### config.mk
export PLATFORM = sky130hd
export DESIGN_NAME = camera_fake_pattern_gen_flat
export DESIGN_NICKNAME = d
export VERILOG_FILES = /design/src/rtl/camera_fake_pattern_gen_if.sv /design/src/rtl/camera_fake_pattern_gen.sv /design/src/flat_wrapper.sv
export SDC_FILE = /design/constraint.sdc
export NUM_CORES = 1
export LEC_CHECK = 0
export BUFFER_PORTS_ARGS = -buffer_cell sky130_fd_sc_hd__buf_2
export CAP_MARGIN = 10
export CELL_PAD_IN_SITES_DETAIL_PLACEMENT = 1
export CELL_PAD_IN_SITES_GLOBAL_PLACEMENT = 1
export CORE_ASPECT_RATIO = 0.6
export CORE_UTILIZATION = 54
export CTS_CLUSTER_SIZE = 40
export DETAILED_ROUTE_END_ITERATION = 7
export GPL_TIMING_DRIVEN = 0
export HOLD_SLACK_MARGIN = 0.02
export PLACE_DENSITY_LB_ADDON = 0.1
export SKIP_CTS_REPAIR_TIMING = 1
export SLEW_MARGIN = 5
export SYNTH_ARGS = -nofsm -noshare
export SYNTH_HDL_FRONTEND = slang
export SYNTH_SLANG_ARGS = --single-unit
export TNS_END_PERCENT = 1
### constraint.sdc
create_clock -name pclk -period 24.4 [get_ports pclk]
set_input_delay 4.88 -clock pclk [delete_from_list [all_inputs] [get_ports pclk]]
set_output_delay 4.88 -clock pclk [all_outputs]
set_load 0.01 [all_outputs]
### src/rtl/camera_fake_pattern_gen_if.sv
// Video bus of the fake camera: OV-style line/frame strobes and 8-bit pixel data.
interface camera_fake_pattern_gen_if;
    logic       href;
    logic       hsync;
    logic       vsync;
    logic [7:0] camData;

    modport master (output href, hsync, vsync, camData);
    modport slave  (input  href, hsync, vsync, camData);
endinterface

### src/rtl/camera_fake_pattern_gen.sv
// Parametrised fake camera: OV-style timing with black / grid / x-ramp / bouncing-blob patterns.
// Optional low-level background noise from a 16-bit LFSR when CAMFAKE_NOISE_EN is defined.
module camera_fake_pattern_gen #(
    parameter int PCLK_PER_PIXEL = 1,
    parameter int WIDTH          = 1280,
    parameter int H_FRONT_PORCH  = 19,
    parameter int H_SYNC_PULSE   = 80,
    parameter int H_BACK_PORCH   = 45,
    parameter int HEIGHT         = 800,
    parameter int V_FRONT_PORCH  = 10,
    parameter int V_SYNC_PULSE   = 3,
    parameter int V_BACK_PORCH   = 17,
    parameter int NUM_BLOBS      = 4,
    parameter int BLOB_SIZE      = 60,
    parameter int STEP           = 4,
    parameter int GRID_PITCH     = 120
) (
    input  logic                             pclk,
    input  logic                             reset,
    input  logic                             en,
    input  logic [1:0]                       mode,
    camera_fake_pattern_gen_if.master        cam,
    output logic                             frame_done,
    output logic [15:0]                      frame_count
);
    localparam int LINE_TOTAL  = (WIDTH + H_FRONT_PORCH + H_SYNC_PULSE + H_BACK_PORCH) * PCLK_PER_PIXEL;
    localparam int FRAME_LINES = HEIGHT + V_FRONT_PORCH + V_SYNC_PULSE + V_BACK_PORCH;

    localparam logic [15:0] LINE_LAST    = 16'(LINE_TOTAL - 1);
    localparam logic [15:0] FRAME_LAST   = 16'(FRAME_LINES - 1);
    localparam logic [15:0] SUB_LAST     = 16'(PCLK_PER_PIXEL - 1);
    localparam logic [15:0] ACTIVE_CYC   = 16'(WIDTH * PCLK_PER_PIXEL);
    localparam logic [15:0] ACTIVE_LINES = 16'(HEIGHT);
    localparam logic [15:0] HS_START     = 16'(WIDTH + H_FRONT_PORCH);
    localparam logic [15:0] HS_END       = 16'(WIDTH + H_FRONT_PORCH + H_SYNC_PULSE);
    localparam logic [15:0] VS_START     = 16'(HEIGHT + V_FRONT_PORCH);
    localparam logic [15:0] VS_END       = 16'(HEIGHT + V_FRONT_PORCH + V_SYNC_PULSE);
    localparam logic [15:0] GRID_LAST    = 16'(GRID_PITCH - 1);
    localparam logic [15:0] GRID_HALF    = 16'(GRID_PITCH / 2);
    localparam logic [15:0] BLOB_W       = 16'(BLOB_SIZE);
    localparam logic [15:0] STEP_W       = 16'(STEP);
    localparam logic [15:0] X_MAX        = 16'(WIDTH - BLOB_SIZE);
    localparam logic [15:0] Y_MAX        = 16'(HEIGHT - BLOB_SIZE);

    localparam logic [0:0] IDLE = 1'b0;
    localparam logic [0:0] RUN  = 1'b1;

    logic [0:0]  state;
    logic [1:0]  mode_q;
    logic [15:0] cx, cy, sub, px, gx, gy;
    logic [15:0] blob_x [NUM_BLOBS];
    logic [15:0] blob_y [NUM_BLOBS];
    logic        blob_dx [NUM_BLOBS];
    logic        blob_dy [NUM_BLOBS];

    logic        line_end, frame_end, pix_end, active, in_blob;
    logic [7:0]  pix;

    assign line_end  = (cx == LINE_LAST);
    assign frame_end = line_end && (cy == FRAME_LAST);
    assign pix_end   = (sub == SUB_LAST);
    assign active    = (cy < ACTIVE_LINES) && (cx < ACTIVE_CYC);

`ifdef CAMFAKE_NOISE_EN
    logic [15:0] lfsr;

    always_ff @(posedge pclk or posedge reset) begin
        if (reset)
            lfsr <= 16'hACE1;
        else if (state == RUN)
            lfsr <= {1'b0, lfsr[15:1]} ^ (lfsr[0] ? 16'hB400 : 16'h0000);
    end
`endif

    // NOTE: every combinational output gets a default first, so no path leaves it unassigned (no latch).
    always_comb begin
        in_blob = 1'b0;
        for (int k = 0; k < NUM_BLOBS; k++) begin
            if (px >= blob_x[k] && px < blob_x[k] + BLOB_W &&
                cy >= blob_y[k] && cy < blob_y[k] + BLOB_W)
                in_blob = 1'b1;
        end
    end

    always_comb begin
        pix = 8'h00;
        case (mode_q)
            2'd1:    pix = (gx < GRID_HALF && gy < GRID_HALF) ? 8'hFF : 8'h00;
            2'd2:    pix = px[7:0];
            2'd3:    pix = in_blob ? 8'hFF : 8'h00;
            default: pix = 8'h00;
        endcase
`ifdef CAMFAKE_NOISE_EN
        if (pix == 8'h00)
            pix = {4'h0, lfsr[3:0]};
`endif
    end

    // Raster counters; they only leave RUN at a frame wrap, so IDLE always holds them at zero.
    always_ff @(posedge pclk or posedge reset) begin
        if (reset) begin
            state  <= IDLE;
            mode_q <= 2'd0;
            cx     <= '0;
            cy     <= '0;
            sub    <= '0;
            px     <= '0;
            gx     <= '0;
            gy     <= '0;
        end else if (state == IDLE) begin
            if (en) begin
                state  <= RUN;
                mode_q <= mode;
            end
        end else begin
            cx  <= line_end ? '0 : cx + 16'd1;
            sub <= (pix_end || line_end) ? '0 : sub + 16'd1;
            if (line_end) begin
                px <= '0;
                gx <= '0;
                cy <= frame_end ? '0 : cy + 16'd1;
                gy <= (frame_end || gy == GRID_LAST) ? '0 : gy + 16'd1;
            end else if (pix_end) begin
                px <= px + 16'd1;
                gx <= (gx == GRID_LAST) ? '0 : gx + 16'd1;
            end
            if (frame_end) begin
                if (en)
                    mode_q <= mode;
                else
                    state <= IDLE;
            end
        end
    end

    // NOTE: blob positions are architectural state, so the whole array is reset, not just a pointer.
    always_ff @(posedge pclk or posedge reset) begin
        if (reset) begin
            for (int k = 0; k < NUM_BLOBS; k++) begin
                blob_x[k]  <= 16'(k * (WIDTH / NUM_BLOBS));
                blob_y[k]  <= 16'((k * BLOB_SIZE) % (HEIGHT - BLOB_SIZE));
                blob_dx[k] <= ((k % 2) == 0);
                blob_dy[k] <= 1'b1;
            end
        end else if (state == RUN && frame_end && mode_q == 2'd3) begin
            for (int k = 0; k < NUM_BLOBS; k++) begin
                if (blob_dx[k]) begin
                    if (blob_x[k] + STEP_W > X_MAX) begin
                        blob_x[k]  <= X_MAX;
                        blob_dx[k] <= 1'b0;
                    end else
                        blob_x[k] <= blob_x[k] + STEP_W;
                end else if (blob_x[k] < STEP_W) begin
                    blob_x[k]  <= '0;
                    blob_dx[k] <= 1'b1;
                end else
                    blob_x[k] <= blob_x[k] - STEP_W;

                if (blob_dy[k]) begin
                    if (blob_y[k] + STEP_W > Y_MAX) begin
                        blob_y[k]  <= Y_MAX;
                        blob_dy[k] <= 1'b0;
                    end else
                        blob_y[k] <= blob_y[k] + STEP_W;
                end else if (blob_y[k] < STEP_W) begin
                    blob_y[k]  <= '0;
                    blob_dy[k] <= 1'b1;
                end else
                    blob_y[k] <= blob_y[k] - STEP_W;
            end
        end
    end

    // Registered outputs, one pclk behind the counter state that produces them.
    always_ff @(posedge pclk or posedge reset) begin
        if (reset) begin
            cam.href    <= 1'b0;
            cam.hsync   <= 1'b1;
            cam.vsync   <= 1'b1;
            cam.camData <= 8'h00;
            frame_done  <= 1'b0;
            frame_count <= 16'd0;
        end else if (state == RUN) begin
            cam.href    <= active;
            cam.hsync   <= !(px >= HS_START && px < HS_END);
            cam.vsync   <= !(cy >= VS_START && cy < VS_END);
            cam.camData <= active ? pix : 8'h00;
            frame_done  <= frame_end;
            if (frame_end)
                frame_count <= frame_count + 16'd1;
        end else begin
            cam.href    <= 1'b0;
            cam.hsync   <= 1'b1;
            cam.vsync   <= 1'b1;
            cam.camData <= 8'h00;
            frame_done  <= 1'b0;
        end
    end
endmodule

### src/flat_wrapper.sv
// flat-port wrapper written by rule: the top's interface ports become plain ports
module camera_fake_pattern_gen_flat 
#(
    parameter int PCLK_PER_PIXEL = 1,
    parameter int WIDTH          = 1280,
    parameter int H_FRONT_PORCH  = 19,
    parameter int H_SYNC_PULSE   = 80,
    parameter int H_BACK_PORCH   = 45,
    parameter int HEIGHT         = 800,
    parameter int V_FRONT_PORCH  = 10,
    parameter int V_SYNC_PULSE   = 3,
    parameter int V_BACK_PORCH   = 17,
    parameter int NUM_BLOBS      = 4,
    parameter int BLOB_SIZE      = 60,
    parameter int STEP           = 4,
    parameter int GRID_PITCH     = 120
)
  (pclk, reset, en, mode, frame_done, frame_count, cam_href, cam_hsync, cam_vsync, cam_camData);
  camera_fake_pattern_gen_if cam_i ();
  input  logic pclk;
  input  logic reset;
  input  logic en;
  input  logic [1:0] mode;
  output logic frame_done;
  output logic [15:0] frame_count;
  output wire logic [$bits(cam_i.href)-1:0] cam_href;
  output wire logic [$bits(cam_i.hsync)-1:0] cam_hsync;
  output wire logic [$bits(cam_i.vsync)-1:0] cam_vsync;
  output wire logic [$bits(cam_i.camData)-1:0] cam_camData;
  assign cam_href = cam_i.href;
  assign cam_hsync = cam_i.hsync;
  assign cam_vsync = cam_i.vsync;
  assign cam_camData = cam_i.camData;
  camera_fake_pattern_gen #(.PCLK_PER_PIXEL(PCLK_PER_PIXEL), .WIDTH(WIDTH), .H_FRONT_PORCH(H_FRONT_PORCH), .H_SYNC_PULSE(H_SYNC_PULSE), .H_BACK_PORCH(H_BACK_PORCH), .HEIGHT(HEIGHT), .V_FRONT_PORCH(V_FRONT_PORCH), .V_SYNC_PULSE(V_SYNC_PULSE), .V_BACK_PORCH(V_BACK_PORCH), .NUM_BLOBS(NUM_BLOBS), .BLOB_SIZE(BLOB_SIZE), .STEP(STEP), .GRID_PITCH(GRID_PITCH)) u_core (.pclk(pclk), .reset(reset), .en(en), .mode(mode), .cam(cam_i), .frame_done(frame_done), .frame_count(frame_count));
endmodule
# After elaboration in Yosys (flattened, before gate mapping)
# Cells that the tools add are included.
# classes
magnitude_cmp,40
bitwise,0
n_mux,76
div,0
n_eq_ne,8
shift,0
n_addsub,31
reduce_logical,28
multipliers,0
# op_table
cell,count
16-bit 2-to-1 mux,33
16-bit by 3-bit adder with 16-bit output (second input constant),8
16-bit by 6-bit adder with 16-bit output (second input constant),8
16-bit greater-or-equal comparator,8
16-bit less-than comparator,8
16-bit by 3-bit less-than comparator with 1-bit output (second input constant),8
16-bit by 3-bit subtractor with 16-bit output (second input constant),8
16-bit by 1-bit adder with 16-bit output (second input constant),7
16-bit by 10-bit greater-than comparator with 1-bit output (second input constant),4
16-bit by 11-bit greater-than comparator with 1-bit output (second input constant),4
1-bit 2-to-1 mux,35
16-bit by 7-bit equality test with 1-bit output (second input constant),2
16-bit by 10-bit less-than comparator with 1-bit output (second input constant),2
16-bit by 11-bit less-than comparator with 1-bit output (second input constant),2
16-bit by 6-bit less-than comparator with 1-bit output (second input constant),2
8-bit 2-to-1 mux,4
8-bit one-hot mux with 3 select lines,1
1-bit logical AND,19
16-bit by 10-bit equality test with 1-bit output (second input constant),1
16-bit by 11-bit equality test with 1-bit output (second input constant),1
16-bit by 10-bit greater-or-equal comparator with 1-bit output (second input constant),1
16-bit by 11-bit greater-or-equal comparator with 1-bit output (second input constant),1
16-bit zero test,1
2-bit 2-to-1 mux,3
7 further kinds,12
# totals
register_bits,263
word_cells,213
mem_count,0
rom_bits,0
out_inout_bits,28
ram_bits,0
latchBits,0

# Longest topological paths before layout
# logic_depth
depth_word,13
mapped_depth,15

# Worst setup path before layout
# OpenSTA, ideal clock, no wires.
# synth_timing
path_kind,register to output
startpoint,reg u_core.cam.hsync
endpoint,out cam_hsync
n_path_buf,0
path_stages_with_launch,1
t_arrival_ns,0.520
setup_slack_ns,19.000
required_time_ns,19.520
path_cell_list,dfstp_2
# synth_rtl
item,line_no,text
from (decl),camera_fake_pattern_gen_if.sv:8,"modport master (output href, hsync, vsync, camData);"
from (signal assigned),camera_fake_pattern_gen.sv:185,cam.hsync <= !(px >= HS_START && px < HS_END);
to (decl),flat_wrapper.sv:27,output wire logic [$bits(cam_i.hsync)-1:0] cam_hsync;
# No word-level cell between the ends.

# Final worst setup path
# layout_timing
startpoint,reg u_core.frame_count[2]
endpoint,out frame_count[2]
# layout_rtl
item,line_no,text
from (decl),camera_fake_pattern_gen.sv:24,output logic [15:0] frame_count
from (signal assigned),camera_fake_pattern_gen.sv:190,frame_count <= frame_count + 16'd1;
to (decl),flat_wrapper.sv:25,output logic [15:0] frame_count;
# No word-level cell between the ends.

==> summary.txt <==
Outcome
  • Status: complete, no violations

Clock network
  • Num CTS Buffers: 26
  • Clk Latency, worst-skew pair: 0.58 ns
  • TritonCTS clock tree: done
  • Clk pin slew, worst setup/hold paths: 0.07 ns
  • Clock Tree Root: clkbuf_16
  • H-tree levels: 1
  • CTS Sinks: 247
  • Clk buf depth: 3

Timing
  • Final setup margin: 18.29 ns
  • Fin. Hold Viols: 0
  • Fin. max-slew vios: 0
  • Finish-stage setup viols: 0
  • Fin crit period: 6.11 ns
  • F_max: 164 MHz
  • Hold slack: 0.458 ns
  • Clk_skew: 0.0148 ns
  • Worst-Margin Slew: 1.47 ns
  • Fin crit share: 0.250
  • Rel. slew slack: 0.0198
  • RSZ-0062 raised after global routing: no
  • Setup TNS: 0 ns

Critical path
  • Crit path buffers/inverters: 1
  • CP Max Fanout: 7
  • Crit path launch type: flop
  • Crit path max-delay cell type: dfrtp_1
  • Ordered list of cells on the worst path: buf_2
  • Worst stage delay on the critical path: 0.47 ns
  • Kind of critical path: flop to output pin
  • CP Data Arrival Time: 1.23 ns
  • Crit end category: output pin
  • CP delay by family, top: flip-flops
  • CP Depth: 1
  • Worst R2R Path Depth: 15
  • Worst endpoint required time: 19.52 ns

Routing
  • Length of routed wiring on met1: 39300 microns
  • Post-route ant nets: 0
  • Met2 wire length: 34600 microns
  • DRT Wirelength: 87300 microns
  • DR WL/cell: 25.9 microns
  • DR iter-0 viols: 2713
  • Via count: 23077
  • Highest routed layer: met5
  • DR pass1 iterations: 6
  • Drt drc: 0
  • Post-DR vias/cell: 6.85
  • Met3 Wirelength: 10900 microns

Yosys
  • Synthesized flop and latch total: 247
  • Top-count cell post-synth: ha_1
  • Post-synthesis average cell area: 8.11 sq um
  • Sequential-to-total area share from yosys stat: 0.279
  • Synth cell count leaders: ha_1 (259), nor2_1 (233), dfrtp_1 (219), nand2_1 (214), a21oi_1 (174)
  • Post-synth top area cell: dfrtp_1
  • Cells after Synth: 2752
  • Post-synth top flop: dfrtp_1
  • EDFF count, synth: 0
  • Net Count, Synth: 3016
  • Ys async rst share: 1.00
  • Ys Warns: 0
  • Yosys top cell area share: 0.246
  • Post-Syn Area: 0.0223 sq mm
  • Netlist cell types: 84
  • Top cells by area, synth: dfrtp_1 (25%), ha_1 (15%), xnor2_1 (6.0%)

Placement
  • Port Buf Inserts: 32
  • DP HPWL: 63800 microns
  • Gpl congestion: 0.987
  • Post-place setup slack: 18.56 ns

GRT
  • Total gr overflow: 0
  • Pin count of the biggest net entering global routing: 118
  • Vias in the first global route: 22679
  • First-pass GRT wire length: 135000 microns
  • Initial antenna violation count: 1
  • GRT Overall Usage: 0.409

Layout
  • Layout cell share with drive strength beyond 1: 0.0641
  • Fin nets: 3082
  • ANT cells: 0
  • Core Util, Final: 0.595
  • Layout area overhead: 8.24%

Floorplan
  • Row cnt: 57
  • Area of the die: 0.0422 sq mm
  • Initial Utilization: 0.550
  • I/O pins: 33
  • Die Y-Extent: 159 microns
  • Core Footprint: 0.0406 sq mm
  • Die Wd: 264 microns

Hold path
  • Worst min path class: flop to flop
  • Hold depth: 1

Power
  • Power Dens Cells: 35.7 mW/mm^2
  • VDD IR max: 0.0501 mV
  • Int Pwr: 0.660 mW
  • Sw Ratio: 0.235
  • Reg power frac: 0.475
  • Leak pwr: 10.4 nW
  • Comb pwr share: 0.011
  • Psw: 0.203 mW
  • Clock share of power: 0.514

Job
  • Maxcap violations: 0
[layer usage]
layer	GRT usage	up-vias
li1	-	10240
met1	0.609	11438
met2	0.566	1221
met3	0.121	176
met4	0.112	2
met5	0	-
[power groups by stage]
stage,sequential [mW],combinational [mW],clock [mW]
2_1_floorplan,0.417,0.00591,0
3_3_place_gp,0.417,0.00897,0
3_5_place_dp,0.417,0.0104,0
4_1_cts,0.410,0.0104,0.446
5_1_grt,0.409,0.0115,0.459
6_report,0.410,0.00986,0.444
[per-stage QoR]
stage                     power, mW  instance area (sq um)  cells
after CTS                     0.866                  24100   3366
after global routing          0.880                  24100   3369
after global placement        0.426                  23100   3315
after floorplan               0.423                  22300   2752
final                         0.863                  24100   3369
after detailed placement      0.428                  23200   3318
[state kept, by name, indices dropped and copies added, names as in the netlist, 4 cells and up]
signal	flops
u_core.blob_x	56
u_core.blob_y	56
u_core.cx	16
u_core.cy	16
u_core.frame_count	16
u_core.gx	16
u_core.gy	16
u_core.px	16
u_core.sub	16
u_core.cam.camData	8
u_core.blob_dx	4
u_core.blob_dy	4
[final cells by class]
class	instances	area, sq um
clock buffer	36	759
inverter	152	578
buffer	150	611
sequential	247	6220
timing repair buffer	38	262
clock inverter	12	146
fill	5019	16400
tap	531	664
multi-input combinational	2203	14900
[cells by family (layout without fill, tap and decap cells)]
kind of cell	after synthesis	count (layout)	synth area share
compound gates	724	724	0.212
xor+xnor	199	199	0.0781
fa+ha+maj	259	259	0.145
buf+inv	302	388	0.0529
flops	247	247	0.279
mux	16	16	0.00757
simple gates	1005	1005	0.226
[worst paths after layout]
kind | start | end | slack [ns]
worst max-delay path | u_core.frame_count[2] | frame_count[2] | 18.29
worst min-delay path | u_core.frame_count[15] | u_core.frame_count[15] | 0.46
worst max register to register | u_core.blob_x[34] | u_core.cam.camData[1] | 19.71
worst min register to register | u_core.frame_count[15] | u_core.frame_count[15] | 0.46
max in group asynchronous | reset | u_core.blob_y[41] | 19.13
min in group asynchronous | reset | u_core.frame_count[15] | 4.30
[layout by cell type, fill, tap and decap left out, types with 30 or more instances in the layout]
master    Yosys  final
clkbuf_1    113    117
nor3_1      110    110
a31oi_1      50     50
and3_1       47     47
nor4_1       38     38
dfrtp_1     219    219
a21oi_1     174    174
nand4_1      81     81
buf_2        26     59
o21ai_0     169    169
nor2_1      233    233
a21o_1       42     42
or3_1        30     30
xor2_1       45     45
ha_1        259    259
xnor2_1     154    154
nand2_1     214    214
nand3_1     127    127
inv_1       146    145
Note: power is estimated with default switching activity, not from simulation.
